<file path="config.mk">
export PLATFORM = sky130hd
export DESIGN_NAME = pipeline_ctrl
export DESIGN_NICKNAME = d
export VERILOG_FILES = /design/src/rtl/pipeline_ctrl_pkg.sv /design/src/rtl/pipeline_ctrl_hazard_scoreboard.sv /design/src/rtl/pipeline_ctrl.sv
export SDC_FILE = /design/constraint.sdc
export NUM_CORES = 1
export LEC_CHECK = 0
export CAP_MARGIN = 10
export CORE_MARGIN = 1.5
export CORE_UTILIZATION = 51
export CTS_BUF_LIST = sky130_fd_sc_hd__clkbuf_16
export DETAILED_ROUTE_END_ITERATION = 8
export PLACE_DENSITY = 0.8
export SYNTH_ARGS = -nofsm -noshare
export SYNTH_HDL_FRONTEND = slang
export SYNTH_SLANG_ARGS = --single-unit
</file>
<file path="constraint.sdc">
create_clock -name clock -period 3.09 [get_ports clock]
set_clock_uncertainty 0.2 [all_clocks]
set_input_delay 0.7725 -clock clock [delete_from_list [all_inputs] [get_ports clock]]
set_output_delay 0.7725 -clock clock [all_outputs]
set_load 0.03 [all_outputs]
</file>
<file path="src/rtl/pipeline_ctrl_pkg.sv">
// Shared encodings for the decode-side stall/flush sequencer: FSM states,
// the zero-register index and the scoreboard entry layout.
package pipeline_ctrl_pkg;

    typedef enum logic [1:0] {
        CTRL_RUN      = 2'd0,
        CTRL_FLUSH    = 2'd1,
        CTRL_MEM_WAIT = 2'd2
    } ctrl_state_e;

    localparam logic [4:0] ZERO_REG = 5'd0;

    typedef struct packed {
        logic       valid;
        logic [4:0] rd;
    } sb_entry_t;

    // A source register conflicts with an in-flight write to the same index.
    function automatic logic sb_match(input sb_entry_t e, input logic [4:0] rs);
        return e.valid && (e.rd == rs);
    endfunction

endpackage

</file>
<file path="src/rtl/pipeline_ctrl_hazard_scoreboard.sv">
// Three-slot (EX, MEM, WB) destination scoreboard with shift/freeze/kill
// controls and a combinational read-after-write hazard flag for decode.
module hazard_scoreboard
    import pipeline_ctrl_pkg::*;
(
    input  logic       clock,
    input  logic       reset,
    input  logic       advance_i,
    input  logic       kill_i,
    input  logic       wr_i,
    input  logic [4:0] rd_i,
    input  logic       dec_valid_i,
    input  logic [4:0] rs1_i,
    input  logic       rs1_used_i,
    input  logic [4:0] rs2_i,
    input  logic       rs2_used_i,
    output logic       hazard_o
);

    sb_entry_t sb_ex_q, sb_mem_q, sb_wb_q;
    sb_entry_t sb_ex_d;
    logic      rs1_hit, rs2_hit;

    always_comb begin
        sb_ex_d = '0;
        if (!kill_i) begin
            sb_ex_d.valid = wr_i && (rd_i != ZERO_REG);
            sb_ex_d.rd    = rd_i;
        end
    end

    // WB is still checked: the register file does not bypass its write port.
    always_comb begin
        rs1_hit  = rs1_used_i && (rs1_i != ZERO_REG) &&
                   (sb_match(sb_ex_q, rs1_i) || sb_match(sb_mem_q, rs1_i) ||
                    sb_match(sb_wb_q, rs1_i));
        rs2_hit  = rs2_used_i && (rs2_i != ZERO_REG) &&
                   (sb_match(sb_ex_q, rs2_i) || sb_match(sb_mem_q, rs2_i) ||
                    sb_match(sb_wb_q, rs2_i));
        hazard_o = dec_valid_i && (rs1_hit || rs2_hit);
    end

    always_ff @(posedge clock) begin
        if (reset) begin
            sb_ex_q  <= '0;
            sb_mem_q <= '0;
            sb_wb_q  <= '0;
        end else if (advance_i) begin
            sb_wb_q  <= sb_mem_q;
            sb_mem_q <= sb_ex_q;
            sb_ex_q  <= sb_ex_d;
        end
    end

endmodule

</file>
<file path="src/rtl/pipeline_ctrl.sv">
// Stall/flush sequencer beside decode: issues, stalls on RAW hazards, flushes
// after redirects and freezes on memory busy; counts stalled fetch cycles.
module pipeline_ctrl
    import pipeline_ctrl_pkg::*;
#(
    parameter int unsigned FLUSH_CYCLES = 2
) (
    input  logic        clock,
    input  logic        reset,
    input  logic        dec_valid_i,
    input  logic [4:0]  dec_rs1_i,
    input  logic [4:0]  dec_rs2_i,
    input  logic        dec_rs1_used_i,
    input  logic        dec_rs2_used_i,
    input  logic [4:0]  dec_rd_i,
    input  logic        dec_wr_i,
    input  logic        ex_redirect_i,
    input  logic        mem_busy_i,
    output logic        issue_o,
    output logic        stall_fetch_o,
    output logic        flush_decode_o,
    output logic [1:0]  state_o,
    output logic [31:0] stall_cycles_o
);

    localparam logic [2:0] FLUSH_RELOAD = 3'(FLUSH_CYCLES - 1);

    ctrl_state_e state_q, state_d;
    logic [2:0]  cnt_q, cnt_d;
    logic        pend_q, pend_d;
    logic [31:0] stall_cycles_q, stall_cycles_d;
    logic        hazard;
    logic        advance;
    logic        redirect;

    hazard_scoreboard u_scoreboard (
        .clock       (clock),
        .reset       (reset),
        .advance_i   (advance),
        .kill_i      (!issue_o),
        .wr_i        (dec_wr_i),
        .rd_i        (dec_rd_i),
        .dec_valid_i (dec_valid_i),
        .rs1_i       (dec_rs1_i),
        .rs1_used_i  (dec_rs1_used_i),
        .rs2_i       (dec_rs2_i),
        .rs2_used_i  (dec_rs2_used_i),
        .hazard_o    (hazard)
    );

    // Decisions key on the flush counter rather than the state so that a
    // flush interrupted by mem_busy resumes once memory is ready again.
    always_comb begin
        issue_o        = 1'b0;
        stall_fetch_o  = 1'b0;
        flush_decode_o = 1'b0;
        state_d        = CTRL_RUN;
        cnt_d          = cnt_q;
        pend_d         = pend_q;
        advance        = 1'b1;
        redirect       = ex_redirect_i || pend_q;

        if (reset) begin
            flush_decode_o = 1'b1;
            advance        = 1'b0;
        end else if (mem_busy_i) begin
            state_d       = CTRL_MEM_WAIT;
            stall_fetch_o = 1'b1;
            advance       = 1'b0;
            pend_d        = pend_q || ex_redirect_i;
        end else if (redirect) begin
            flush_decode_o = 1'b1;
            cnt_d          = FLUSH_RELOAD;
            pend_d         = 1'b0;
            state_d        = (FLUSH_RELOAD != 3'd0) ? CTRL_FLUSH : CTRL_RUN;
        end else if (cnt_q != 3'd0) begin
            flush_decode_o = 1'b1;
            cnt_d          = cnt_q - 3'd1;
            state_d        = (cnt_q != 3'd1) ? CTRL_FLUSH : CTRL_RUN;
        end else if (hazard) begin
            stall_fetch_o = 1'b1;
        end else begin
            issue_o = dec_valid_i;
        end

        stall_cycles_d = stall_fetch_o ? stall_cycles_q + 32'd1 : stall_cycles_q;
    end

    always_ff @(posedge clock) begin
        if (reset) begin
            state_q        <= CTRL_RUN;
            cnt_q          <= 3'd0;
            pend_q         <= 1'b0;
            stall_cycles_q <= 32'd0;
        end else begin
            state_q        <= state_d;
            cnt_q          <= cnt_d;
            pend_q         <= pend_d;
            stall_cycles_q <= stall_cycles_d;
        end
    end

    assign state_o        = state_q;
    assign stall_cycles_o = stall_cycles_q;

endmodule
</file>
; Yosys cells after proc, flatten, opt, wreduce, memory -nomap -nowiden
; Index checks and enable logic that the tools add are counted.
; W data, S select, Z words.
[classes]
add_sub_neg = 2
eq_ne = 7
n_mux = 25
bitwise = 1
n_reduce_logical = 26
[ops]
columns = op, count
row1 = $add A32 B1 Y32 const B, 1
row2 = $eq A5 B5 Y1, 6
row3 = $mux W1, 21
row4 = $reduce_bool A5 Y1, 3
row5 = $logic_and A1 B1 Y1, 12
row6 = $logic_or A1 B1 Y1, 6
row7 = $mux W3, 2
row8 = $mux W6, 1
row9 = $reduce_bool A2 Y1, 2
row10 = $ne A3 B1 Y1 const B, 1
row11 = $reduce_bool A3 Y1, 1
row12 = $sub A3 B1 Y3 const B, 1
row13 = $mux W2, 1
row14 = $reduce_and A2 Y1, 1
row15 = $reduce_or A2 Y1, 1
row16 = $not A1 Y1, 1
[word_totals]
ff_bits = 56
in_bits = 23
output_inout_bits = 37
wordCells = 72

; Longest topological paths before layout
; Gate-level depths: netlist of the first run.
[depth]
depth_word = 13
ltp_mapped = 10
depth_no_buf = 8

; Cells and area by module
; Synthesis of the first run repeated with hierarchy kept, for this count alone.
[hier_totals]
cells_unflattened = 349
area_unflattened_um2 = 3014.1
[modules_own_cells]
columns = mod, instances, cells_per_inst, area_per_inst_um2, seq_area_each_um2
row1 = pipeline_ctrl, 1, 234, 1980.6, 760.7
row2 = hazard_scoreboard, 1, 115, 1033.5, 360.3

; Worst setup path after synthesis of the first run
; OpenSTA, ideal clock, no wires.
[synth_path]
path_type = input port to output port
startpoint = in dec_rs1_i[0]
endpoint = out issue_o
arrival_ns = 2.316
t_required_ns = 2.118
path_slack_ns = -0.199
path_stages = 4
path_buffers = 0
path_cell_list = or4_1 > o21ai_1 > o22ai_1 > nor4_2
[synth_via]
elab_chain_cells = 12
word_cells_on_any_way = 18
cone_classes = 3 x eq/ne / 5 x mux / 10 x reduce/logical
[synth_rtl]
columns = item, line_no
row1 = from (decl), pipeline_ctrl.sv:11  ; input logic [4:0] dec_rs1_i,
row2 = $eq A5 B5 Y1, pipeline_ctrl_pkg.sv:20  ; return e.valid && (e.rd == rs);
row3 = $logic_and A1 B1 Y1, pipeline_ctrl_pkg.sv:20
row4 = $logic_or A1 B1 Y1 (2 in series), pipeline_ctrl_hazard_scoreboard.sv:35  ; (sb_match(sb_ex_q, rs1_i) || sb_match(sb_mem_q, rs1_i) ||
row5 = $logic_and A1 B1 Y1 *, pipeline_ctrl_hazard_scoreboard.sv:34  ; rs1_hit = rs1_used_i && (rs1_i != ZERO_REG) &&
row6 = $logic_or A1 B1 Y1 *, pipeline_ctrl_hazard_scoreboard.sv:40  ; hazard_o = dec_valid_i && (rs1_hit || rs2_hit);
row7 = $logic_and A1 B1 Y1 *, pipeline_ctrl_hazard_scoreboard.sv:40
row8 = $mux W1 *, pipeline_ctrl.sv:80  ; end else if (hazard) begin
row9 = $mux W1 *, pipeline_ctrl.sv:76  ; end else if (cnt_q != 3'd0) begin
row10 = $mux W1 *, pipeline_ctrl.sv:71  ; end else if (redirect) begin
row11 = $mux W1 *, pipeline_ctrl.sv:66  ; end else if (mem_busy_i) begin
row12 = $mux W1 *, pipeline_ctrl.sv:63  ; if (reset) begin
row13 = to (decl), pipeline_ctrl.sv:19  ; output logic issue_o,
; Mark *: on every way between the ends. The rest lies on a longest branch, timed or not.

; Worst setup path after layout of the first run
[layout_path]
startpoint = in dec_rs2_i[4]
endpoint = out stall_fetch_o
[layout_via]
elab_chain_cells = 12
word_cells_on_any_way = 18
cone_classes = 3 x eq/ne / 5 x mux / 10 x reduce/logical
[layout_rtl]
columns = item, line_no
row1 = from (decl), pipeline_ctrl.sv:12  ; input logic [4:0] dec_rs2_i,
row2 = $eq A5 B5 Y1, pipeline_ctrl_pkg.sv:20
row3 = $logic_and A1 B1 Y1, pipeline_ctrl_pkg.sv:20
row4 = $logic_or A1 B1 Y1 (2 in series), pipeline_ctrl_hazard_scoreboard.sv:38  ; (sb_match(sb_ex_q, rs2_i) || sb_match(sb_mem_q, rs2_i) ||
row5 = $logic_and A1 B1 Y1 *, pipeline_ctrl_hazard_scoreboard.sv:37  ; rs2_hit = rs2_used_i && (rs2_i != ZERO_REG) &&
row6 = $logic_or A1 B1 Y1 *, pipeline_ctrl_hazard_scoreboard.sv:40
row7 = $logic_and A1 B1 Y1 *, pipeline_ctrl_hazard_scoreboard.sv:40
row8 = $mux W1 *, pipeline_ctrl.sv:80
row9 = $mux W1 *, pipeline_ctrl.sv:76
row10 = $mux W1 *, pipeline_ctrl.sv:71
row11 = $mux W1 *, pipeline_ctrl.sv:66
row12 = $mux W1 *, pipeline_ctrl.sv:63
row13 = to (decl), pipeline_ctrl.sv:20  ; output logic stall_fetch_o,
; Marked as above.

==> results of run 1 <==
==> power by group through the flow <==
stage	logic (mW)	registers [mW]	clock network (mW)
floorplan	0.0725	0.764	0
global placement	0.158	0.758	0
detailed placement	0.163	0.758	0
CTS	0.170	0.741	0.554
global route	0.194	0.743	0.584
finish	0.182	0.742	0.546
==> through the flow <==
step / hold slack, ns / instance area (um2) / power (mW) / setup slack [ns]
finish: 0.296 / 4000 / 1.47 / -0.250
global route: 0.317 / 4000 / 1.52 / -0.273
CTS: 0.303 / 3910 / 1.46 / -0.164
detailed placement: 0.291 / 3710 / 0.921 / -0.916
global placement: 0.276 / 3710 / 0.916 / -0.866
floorplan: 0.269 / 2890 / 0.837 / 0.0252
==> routing by layer <==
metal | global-route usage, % | share of wire, % | up-vias
met5 | 0 | 0 | -
li1 | - | - | 1361
met4 | 7.86 | 2.5 | 0
met2 | 43.8 | 52 | 82
met1 | 31.4 | 42 | 1347
met3 | 4.77 | 4.2 | 16
==> worst reg2reg max path, cell delays in order (launching register included) <==
cell and delay [ns]:
sky130_fd_sc_hd__dfxtp_1 0.37, sky130_fd_sc_hd__xor2_1 0.19, sky130_fd_sc_hd__nor4_2 0.42, sky130_fd_sc_hd__and3_4 0.28, sky130_fd_sc_hd__o31a_2 0.19, sky130_fd_sc_hd__buf_4 0.12
sky130_fd_sc_hd__buf_4 0.12, sky130_fd_sc_hd__o311ai_4 0.11, sky130_fd_sc_hd__buf_12 0.18, sky130_fd_sc_hd__or4_1 0.50, sky130_fd_sc_hd__a21oi_1 0.15
==> how the worst min path moves through the flow <==
| stage | start | to | slack (ns) | depth (start not counted) |
|---|---|---|---|---|
| floorplan | u_scoreboard.sb_ex_q[5] | u_scoreboard.sb_ex_q[5] | 0.27 | 1 |
| global placement | stall_cycles_o[25] | stall_cycles_o[25] | 0.28 | 2 |
| detailed placement | stall_cycles_o[25] | stall_cycles_o[25] | 0.29 | 2 |
| CTS | stall_cycles_o[25] | stall_cycles_o[25] | 0.30 | 2 |
| global route | stall_cycles_o[29] | stall_cycles_o[29] | 0.32 | 2 |
| finish | stall_cycles_o[25] | stall_cycles_o[25] | 0.30 | 2 |
==> cell families (layout without fill, tap and decap cells) <==
kind of cell,after synthesis,after routing
XOR/XNOR,31,31
adder cells (fa/ha/maj),4,4
buffers and inverters,28,112
flip-flops,56,56
multiplexers,16,16
AO/OA/AOI/OAI,73,73
AND/OR/NAND/NOR,120,120
==> layout make-up <==
cell class | instances | share of cell area (%)
well taps | 72 | 2.25
clock inverters | 3 | 0.344
flip-flops and latches | 56 | 28.0
multi-input cells | 244 | 43.8
clock buffers | 5 | 3.13
inverters | 13 | 1.22
repair buffers | 91 | 21.2
==> flip-flops by register name, indices dropped and copies added (netlist names) <==
name and count:
u_scoreboard.sb_wb_q 6, cnt_q 3, u_scoreboard.sb_mem_q 6, state_o 2, stall_cycles_o 32, pend_q 1
u_scoreboard.sb_ex_q 6
==> repair_timing <==
item                                    4_1_cts  5_1_grt
hold endpoints to repair                      0        0
endpoints found under the setup margin       28        4
cloned                                        0        0
pin swaps                                    10       11
setup buffers                                 2        4
resized for setup                            68       16
==> cell usage in the layout, fill, tap and decap left out, types with 7 or more instances in the layout <==
| master | instances |
|---|---|
| sky130_fd_sc_hd__a21oi_1 | 27 |
| sky130_fd_sc_hd__buf_4 | 31 |
| sky130_fd_sc_hd__clkdlybuf4s50_1 | 44 |
| sky130_fd_sc_hd__dfxtp_1 | 56 |
| sky130_fd_sc_hd__inv_1 | 13 |
| sky130_fd_sc_hd__mux2i_1 | 14 |
| sky130_fd_sc_hd__nand2_1 | 13 |
| sky130_fd_sc_hd__nand3_1 | 8 |
| sky130_fd_sc_hd__nand4_1 | 7 |
| sky130_fd_sc_hd__nor2_1 | 23 |
| sky130_fd_sc_hd__o21ai_0 | 20 |
| sky130_fd_sc_hd__o31ai_1 | 8 |
| sky130_fd_sc_hd__or3_1 | 16 |
| sky130_fd_sc_hd__or4_1 | 10 |
| sky130_fd_sc_hd__xor2_1 | 23 |
==> out/summary.txt, run 1 <==
=================================================================================================
Number of warnings issued by yosys                                                              0
Number of DRC violations after detailed routing                                                 0
Initial cell density of the core                                                            52.6%
Proportion of power drawn by combinational gates                                            12.4%
Post-route worst setup slack                                                            -0.250 ns
Max VDD drop                                                                             0.240 mV
Pin count of the biggest net entering global routing                                           46
Post-synthesis cell type with the largest combined area                              sky130_fd_sc_hd__dfxtp_1
Count of hold buffers inserted by post-cts repair                                               0
Later-pin clock latency in the skew report                                                0.29 ns
Estimated wirelength of the detail-placed design                                          5130 um
PwrDens                                                                                368 nW/um2
Filler cell count                                                                             421
Number of distinct library cell variants in the gate-level netlist after synthesis             42
Endpoint of the worst setup timing path                                              stall_fetch_o
Leftover overflow at the end of global routing                                                  0
Clk slew on worst S/H paths                                                               0.07 ns
Post-DRT Antenna Nets                                                                           0
Maximum fanout along the worst path                                                             4
Cell count after synthesis                                                                    328
Fraction of the mapped netlist area in compound gates                                       16.1%
Worst reg-to-reg setup slack                                                              0.21 ns
Floorplan die area                                                                       6100 um2
Worst endpoint data arrival time                                                          2.37 ns
Max-cap violation count                                                                         0
CP max stage cell                                                                    sky130_fd_sc_hd__o31a_4
Post-synth net total                                                                          355
Post-synthesis instance area                                                             2880 um2
Endpoint required time on the critical path                                               2.12 ns
XOR/XNOR share of the synthesized area                                                      9.43%
Final Critical Period                                                                     3.34 ns
Multi-input combinational cell area                                                      1750 um2
Buffers added on ports                                                                         59
Share of cell area taken by muxes after synthesis                                           5.78%
Critical Path Start Type                                                               input port
Fin. max-slew vios                                                                              0
Register bit total from synthesis                                                              56
Adder-Cell Fraction of Synth Area                                                           1.74%
Cell breakdown of the critical path                                                  buf_2 > xor2_1 > nor4_1 > and3_2 > o31a_4 > nor3_4 > nor2_1 > buf_4
Number of rows created at floorplan                                                            27
Share of layout cells above drive strength 1                                                20.1%
Final cycle utilization of the critical path                                                 108%
Final number of hold-violating endpoints                                                        0
Crit path largest cell delay                                                              0.37 ns
Antenna cells                                                                                   0
Total via count after detailed routing                                                       2806
Share of async-settable or async-resettable flops after synthesis                              0%
Count of buffering cells on the critical path with inverters included                           2
EDFF count, synth                                                                               0
Core Footprint                                                                           5470 um2
Main combinational cell family by area after synthesis                               simple AND/OR/NAND/NOR gates
WL/cell                                                                                   16.0 um
Final setup violation count                                                                     4
Normalized max-slew margin                                                                  63.6%
Reported net switching power                                                               357 uW
Router iterations before antenna repair                                                         4
Final total negative setup slack                                                        -0.423 ns
Violations in the final reports                                                      negative setup slack
Register share of total power                                                               50.4%
Via-per-instance ratio                                                                       5.80
Basic-gate share of the synthesized area counting and, or, nand and nor cells               23.7%
Area fraction of the dominant cell type after synthesis                                     39.0%
Final Non-Filler Cells                                                                        484
TritonCTS clock tree                                                                          yes
Crit path kind                                                                             in2out
Actual transition at the worst max-transition pin                                        0.545 ns
Number of nets in the finished design                                                         438
Sequential cell area                                                                     1120 um2
Fmax                                                                                      299 MHz
Total Routed Length                                                                       7770 um
Initial antenna violation count                                                                 0
Result of the run                                                                    finished, violations left
Internal cell power                                                                       1.11 mW
Number of buffers on the longest clock path                                                     2
Capture instance of the worst register-to-register path                              stall_cycles_o[22]
Cell with the most instances after synthesis                                         sky130_fd_sc_hd__dfxtp_1
Cell types occupying the most area after synthesis                                   sky130_fd_sc_hd__dfxtp_1 39%, sky130_fd_sc_hd__xor2_1 7.6%, sky130_fd_sc_hd__mux2i_1 4.9%
Dpl cells                                                                                     470
CTS H-tree depth                                                                                2
Launch point of the critical path                                                    dec_rs2_i[4]
Width of the die                                                                          78.1 um
Depth of the worst register-to-register path                                                   10
Area added between synthesis and finish                                                     38.9%
GRT Util Overall                                                                            25.2%
Boundary Pins                                                                                  60
Prevailing post-synth register cell                                                  sky130_fd_sc_hd__dfxtp_1
Static Leakage                                                                            1.51 nW
Number of violations reported at the end of detailed-routing iteration 0                      157
Setup repair after global routing missed its margin                                          true
Die Y-Extent                                                                              78.1 um
Min-delay worst type                                                                      reg2reg
Power share of the clock group                                                              37.2%
Fraction of power spent switching nets                                                      24.3%
Share of the yosys chip area belonging to registers                                         39.0%
Ranking of synthesized cells by instance count                                       56 x sky130_fd_sc_hd__dfxtp_1, 27 x sky130_fd_sc_hd__a21oi_1, 25 x sky130_fd_sc_hd__nor2_1, 25 x sky130_fd_sc_hd__xor2_1, 20 x sky130_fd_sc_hd__o21ai_0
Clock buffers created by TritonCTS                                                              5
Wire length of the first global-routing pass                                             12300 um
Clock root buffer                                                                    sky130_fd_sc_hd__clkbuf_16
Clock Sink Count                                                                               56
Start of the worst register-to-register path                                         u_scoreboard.sb_wb_q[1]
Gp weighted congestion                                                                      0.856
Type of destination of the critical path                                               output pin
Top cell family by delay on the critical path                                        simple AND/OR/NAND/NOR gates
Via count of the first global-routing pass                                                   2640
Total number of cells along the worst setup path                                                8
Final core utilization                                                                      73.0%
Syn_area_per_cell                                                                        8.77 um2
=================================================================================================
Power figures use the tool's default switching activity.
==> run 2, diff against run 1 <==
Settings changed: SKIP_LAST_GASP set to 1.
==> run 2 against run 1 <==
Setup slack about the same. Highest routed layer unchanged. Critical endpoint unchanged. Clock-buffer cell count stayed put. Cell count unchanged. Register-to-register slack about the same. Largest cell class unchanged. Cell area about the same. The flow still finishes with violations (negative setup slack). Hold slack better by 0.0015 ns. Critical path depth unchanged. Via count decreased by 0.75%. Power about the same.
==> out/summary.txt, run 2 (same netlist as run 1, synthesis figures left out) <==
=======================================================================================
Pin count of the biggest net entering global routing                                 46
Leading cell type in the layout, fill and taps excluded                    sky130_fd_sc_hd__dfxtp_1
Violations in the final reports                                            negative setup slack
Total via count after detailed routing                                             2785
Maximum fanout along the worst path                                                   4
Normalized max-slew margin                                                        63.6%
Initial cell density of the core                                                  52.6%
Final Critical Period                                                           3.34 ns
Clk slew on worst S/H paths                                                     0.07 ns
Number of buffers on the longest clock path                                           2
Floorplan die area                                                             6100 um2
Hold path depth                                                                       2
Final Non-Filler Cells                                                              484
Number of rows created at floorplan                                                  27
Max reg flops                                                                        32
Min-delay worst type                                                            reg2reg
Crit path kind                                                                   in2out
Fin. max-slew vios                                                                    0
Die Y-Extent                                                                    78.1 um
Number of DRC violations after detailed routing                                       0
Later-pin clock latency in the skew report                                      0.29 ns
Number of nets in the finished design                                               438
Type of destination of the critical path                                     output pin
Clock buffers created by TritonCTS                                                    5
Via-per-instance ratio                                                             5.75
Antenna cells                                                                         0
Initial antenna violation count                                                       0
Buffers added on ports                                                               59
Boundary Pins                                                                        60
Depth of the worst register-to-register path                                         10
Wire length of the first global-routing pass                                   12300 um
Max-cap violation count                                                               0
Dpl cells                                                                           470
Via count of the first global-routing pass                                         2638
CTS H-tree depth                                                                      2
Commonest cells after routing, fill and taps aside                         56 x sky130_fd_sc_hd__dfxtp_1, 44 x sky130_fd_sc_hd__clkdlybuf4s50_1, 31 x sky130_fd_sc_hd__buf_4, 27 x sky130_fd_sc_hd__a21oi_1
Result of the run                                                          finished, violations left
GRT Util Overall                                                                  25.2%
TritonCTS clock tree                                                                yes
Width of the die                                                                78.1 um
Estimated wirelength of the detail-placed design                                5130 um
Final core utilization                                                            73.0%
Setup repair after global routing missed its margin                                true
Final cycle utilization of the critical path                                       108%
WL/cell                                                                         16.1 um
Post-DRT Antenna Nets                                                                 0
Total Routed Length                                                             7770 um
Actual transition at the worst max-transition pin                              0.544 ns
Router iterations before antenna repair                                               4
Final number of hold-violating endpoints                                              0
Core Footprint                                                                 5470 um2
Gp weighted congestion                                                            0.856
Max VDD drop                                                                   0.240 mV
Final setup violation count                                                           4
Static Leakage                                                                  1.51 nW
Share of layout cells above drive strength 1                                      20.1%
Endpoint required time on the critical path                                     2.12 ns
Clock Sink Count                                                                     56
Worst endpoint data arrival time                                                2.37 ns
Leftover overflow at the end of global routing                                        0
Fmax                                                                            299 MHz
PwrDens                                                                      368 nW/um2
Critical Path Start Type                                                     input port
Area added between synthesis and finish                                           38.8%
Number of violations reported at the end of detailed-routing iteration 0            135
Clock root buffer                                                          sky130_fd_sc_hd__clkbuf_16
Post-route worst setup slack                                                  -0.250 ns
Count of hold buffers inserted by post-cts repair                                     0
=======================================================================================
==> run 2: cell types whose count changed in the layout (fill, tap and decap cells not counted), sizes merged <==
| cell | delta |
|---|---|
| buf | +1 |
| clkbuf | -1 |
==> run 2: through the flow <==
stage	setup TNS [ns]	instance area [um2]	power, mW	hold slack, ns	worst slack [ns]
finish	-0.411	4000	1.47	0.298	-0.250
global route	-1.02	4000	1.52	0.317	-0.273
CTS	-0.321	3910	1.46	0.303	-0.164
detailed placement	-11.48	3710	0.921	0.291	-0.916
global placement	-10.15	3710	0.916	0.276	-0.866
floorplan	0	2890	0.837	0.269	0.0252
==> run 2: what timing repair did <==
action                     4_1_cts  5_1_grt
setup endpoints to repair       28        4
buffers inserted                 2        4
gates cloned                     0        0
pin swaps                       10       11
gates resized for setup         67       17
==> run 2: path summary, 6_finish.rpt <==
| kind | start | to | slack, ns |
|---|---|---|---|
| worst max-delay path | dec_rs2_i[4] | stall_fetch_o | -0.25 |
| worst max register to register | u_scoreboard.sb_wb_q[1] | stall_cycles_o[22] | 0.21 |
| worst min-delay path | stall_cycles_o[25] | stall_cycles_o[25] | 0.30 |
| worst min register to register | stall_cycles_o[25] | stall_cycles_o[25] | 0.30 |
==> run 2: area by class of cell <==
type / instances / area, um2
fill: 422 / 1480
multi-input combinational: 244 / 1750
timing repair buffer: 91 / 846
sequential: 56 / 1120
clock buffer: 5 / 125
inverter: 13 / 48.8
tap: 72 / 90.1
clock inverter: 3 / 13.8
==> run 2: power by group <==
group	leakage, nW	internal (mW)	switching [mW]
clock network	0.0710	0.295	0.251
logic	0.991	0.0872	0.0946
registers	0.453	0.731	0.0107
total	1.51	1.11	0.356
==> run 2: metal layers <==
metal	track usage, %	vias up	share of wire, %
met1	31.4	1333	42
li1	-	1360	-
met5	0	-	0
met3	4.77	18	4.1
met4	7.86	0	2.5
met2	43.8	74	52
==> run 2: worst max-delay path: stages <==
cell and delay (ns):
sky130_fd_sc_hd__buf_2 0.15, sky130_fd_sc_hd__xor2_1 0.28, sky130_fd_sc_hd__nor4_1 0.12, sky130_fd_sc_hd__and3_2 0.24, sky130_fd_sc_hd__o31a_4 0.37, sky130_fd_sc_hd__nor3_4 0.20
sky130_fd_sc_hd__nor2_1 0.07, sky130_fd_sc_hd__buf_4 0.16
==> run 3, diff against run 2 <==
Settings changed: ABC_AREA set to 1, CORE_UTILIZATION 51 to 53, PLACE_DENSITY 0.8 to 0.81.
==> run 3 against run 2 <==
The run now ends clean. First-iteration DRC count rose by 45%. Sequential power about the same. Non-clock buffer count shrank 19. Fmax grew 12%. Highest routed layer unchanged. Global-route usage rose by 1.1 points. Cell area rose by 2.1%. Critical endpoint is now flush_decode_o. Hold slack got worse by 0.0036 ns. Power up 1.5%.
==> out/summary.txt, run 3 <==
=================================================================================================
Result of the run                                                                    complete, no violations
Post-DRT Antenna Nets                                                                           0
Gp weighted congestion                                                                      0.928
Pin count of the biggest net entering global routing                                           58
Max VDD drop                                                                             0.258 mV
Register bit total from synthesis                                                              56
Number of rows created at floorplan                                                            28
Final Non-Filler Cells                                                                        678
Crit path kind                                                                             in2out
Initial antenna violation count                                                                 0
Number of nets in the finished design                                                         629
Number of warnings issued by yosys                                                              0
Number of buffers on the longest clock path                                                     2
Core Footprint                                                                           5920 um2
Worst endpoint data arrival time                                                          2.02 ns
Min-delay worst type                                                                      reg2reg
Die Y-Extent                                                                              81.3 um
Post-synth net total                                                                          561
Estimated wirelength of the detail-placed design                                          6230 um
Leading cell type in the layout, fill and taps excluded                              sky130_fd_sc_hd__nand2_1
Prevailing post-synth register cell                                                  sky130_fd_sc_hd__dfxtp_1
Final number of hold-violating endpoints                                                        0
Commonest cells after routing, fill and taps aside                                   175 x sky130_fd_sc_hd__nand2_1, 84 x sky130_fd_sc_hd__nor2_1, 60 x sky130_fd_sc_hd__inv_1, 56 x sky130_fd_sc_hd__dfxtp_1, 45 x sky130_fd_sc_hd__clkdlybuf4s50_1
GRT Util Overall                                                                            26.3%
Share of async-settable or async-resettable flops after synthesis                              0%
Post-route worst setup slack                                                             0.100 ns
Wire length of the first global-routing pass                                             13600 um
Clock buffers created by TritonCTS                                                              5
Setup repair after global routing missed its margin                                         false
Number of distinct library cell variants in the gate-level netlist after synthesis             34
Fmax                                                                                      334 MHz
Max reg flops                                                                                  32
Area added between synthesis and finish                                                     25.4%
Total non-filler cell area in the finished layout                                        4080 um2
Antenna cells                                                                                   0
Endpoint required time on the critical path                                               2.12 ns
Type of destination of the critical path                                               output pin
Router iterations before antenna repair                                                         5
Post-synthesis instance area                                                             3250 um2
Cell with the most instances after synthesis                                         sky130_fd_sc_hd__nand2_1
Final setup violation count                                                                     0
Cell count after synthesis                                                                    534
Area fraction of the dominant cell type after synthesis                                     34.5%
Maximum fanout along the worst path                                                             2
Worst setup slack after placement                                                       -0.281 ns
CTS H-tree depth                                                                                2
Normalized max-slew margin                                                                  62.0%
Met1 WL                                                                                   3640 um
Share of the yosys chip area belonging to registers                                         34.5%
Highest signal layer in the routed design                                                    met4
Final Critical Period                                                                     2.99 ns
Later-pin clock latency in the skew report                                                0.29 ns
Final cycle utilization of the critical path                                                96.8%
Buffers added on ports                                                                         59
Share of layout cells above drive strength 1                                                11.1%
Initial cell density of the core                                                            54.9%
Static Leakage                                                                            1.75 nW
Dpl cells                                                                                     669
PwrDens                                                                                366 nW/um2
Total Routed Length                                                                       8360 um
Met3 routed wirelength                                                                     427 um
Clock Sink Count                                                                               56
Met2 routed wirelength                                                                    4080 um
TritonCTS clock tree                                                                          yes
Via-per-instance ratio                                                                       5.23
Width of the die                                                                          81.3 um
Via count of the first global-routing pass                                                   3163
Floorplan die area                                                                       6620 um2
Final core utilization                                                                      68.9%
Fin. max-slew vios                                                                              0
Cell types occupying the most area after synthesis                                   sky130_fd_sc_hd__dfxtp_1 34%, sky130_fd_sc_hd__nand2_1 20%, sky130_fd_sc_hd__nor2_1 10%
Actual transition at the worst max-transition pin                                        0.569 ns
Number of violations reported at the end of detailed-routing iteration 0                      196
Filler cell count                                                                             572
Ranking of synthesized cells by instance count                                       175 x sky130_fd_sc_hd__nand2_1, 87 x sky130_fd_sc_hd__nor2_1, 63 x sky130_fd_sc_hd__inv_1, 56 x sky130_fd_sc_hd__dfxtp_1, 39 x sky130_fd_sc_hd__nand3_1
Boundary Pins                                                                                  60
Final total negative setup slack                                                             0 ns
Cell area reported after detailed placement                                              3950 um2
EDFF count, synth                                                                               0
Post-synthesis cell type with the largest combined area                              sky130_fd_sc_hd__dfxtp_1
Count of hold buffers inserted by post-cts repair                                               0
Leftover overflow at the end of global routing                                                  0
Number of DRC violations after detailed routing                                                 0
Clk slew on worst S/H paths                                                               0.08 ns
Critical Path Start Type                                                               input port
WL/cell                                                                                   12.3 um
Syn_area_per_cell                                                                        6.09 um2
Total via count after detailed routing                                                       3543
Clock root buffer                                                                    sky130_fd_sc_hd__clkbuf_16
Max-cap violation count                                                                         0
=================================================================================================
==> run 3: cell types whose count changed in the layout (fill, tap and decap cells not counted), moves of 9 or more <==
cell / before / now
sky130_fd_sc_hd__or4_1: 10 / 0
sky130_fd_sc_hd__xor2_1: 23 / 2
sky130_fd_sc_hd__or3_1: 16 / 0
sky130_fd_sc_hd__nand3_1: 8 / 38
sky130_fd_sc_hd__nor2_1: 23 / 84
sky130_fd_sc_hd__buf_4: 31 / 14
sky130_fd_sc_hd__nand2_1: 13 / 175
sky130_fd_sc_hd__clkbuf_2: 0 / 10
sky130_fd_sc_hd__a21oi_1: 27 / 18
sky130_fd_sc_hd__inv_1: 13 / 60
sky130_fd_sc_hd__o22ai_1: 1 / 11
sky130_fd_sc_hd__mux2i_1: 14 / 0
sky130_fd_sc_hd__inv_2: 0 / 14
==> run 3: critical path, stage by stage <==
cell and delay [ns]:
sky130_fd_sc_hd__clkdlybuf4s50_1 0.50, sky130_fd_sc_hd__a21oi_1 0.08, sky130_fd_sc_hd__or2_2 0.30, sky130_fd_sc_hd__dlygate4sd2_1 0.36
==> run 3: path summary, 6_finish.rpt <==
path | endpoint | cells after the start | slack, ns | startpoint
max | flush_decode_o | 4 | 0.10 | mem_busy_i
min | cnt_q[0] | 1 | 0.29 | cnt_q[0]
max reg2reg | stall_cycles_o[17] | 15 | 0.87 | u_scoreboard.sb_ex_q[3]
min reg2reg | cnt_q[0] | 1 | 0.29 | cnt_q[0]
==> run 3: repair_timing <==
item,CTS,global route
pin swaps,0,5
setup buffers,0,1
gates resized for setup,17,26
endpoints found under the setup margin,3,3
==> run 3: cell families (layout without fill, tap and decap cells) <==
family / after synthesis / count (layout) / share of synthesized area [%]
AO/OA/AOI/OAI: 50 / 50 / 8.50
AND/OR/NAND/NOR: 336 / 336 / 44.1
XOR/XNOR: 2 / 2 / 0.539
buffers and inverters: 86 / 155 / 10.8
adder cells (fa/ha/maj): 4 / 4 / 1.54
flip-flops: 56 / 56 / 34.5
==> run 3: layout make-up <==
cell class	instances	area (um2)	share of cell area [%]
clock buffers	5	125	3.07
clock inverters	3	17.5	0.429
inverters	75	282	6.90
multi-input cells	392	1800	44.2
flip-flops and latches	56	1120	27.5
well taps	75	93.8	2.30
repair buffers	72	638	15.6
==> run 3: through the flow <==
stage          power [mW]  hold WS (ns)
2_1_floorplan       0.858         0.237
3_3_place_gp        0.931         0.259
3_5_place_dp        0.933         0.277
4_1_cts              1.49         0.296
5_1_grt              1.54         0.321
6_report             1.49         0.294
==> run 3: power by group <==
group / switching (mW) / leakage, nW / internal (mW)
Clock: 0.276 / 0.0716 / 0.301
Sequential: 0.00938 / 0.453 / 0.731
Combinational: 0.106 / 1.22 / 0.0687
==> run 3: layer usage <==
layer / global-route usage (%) / vias to the layer above
met4: 12.2 / 0
met2: 44.9 / 108
met3: 3.60 / 20
li1: - / 1815
met1: 32.4 / 1600
met5: 0 / -
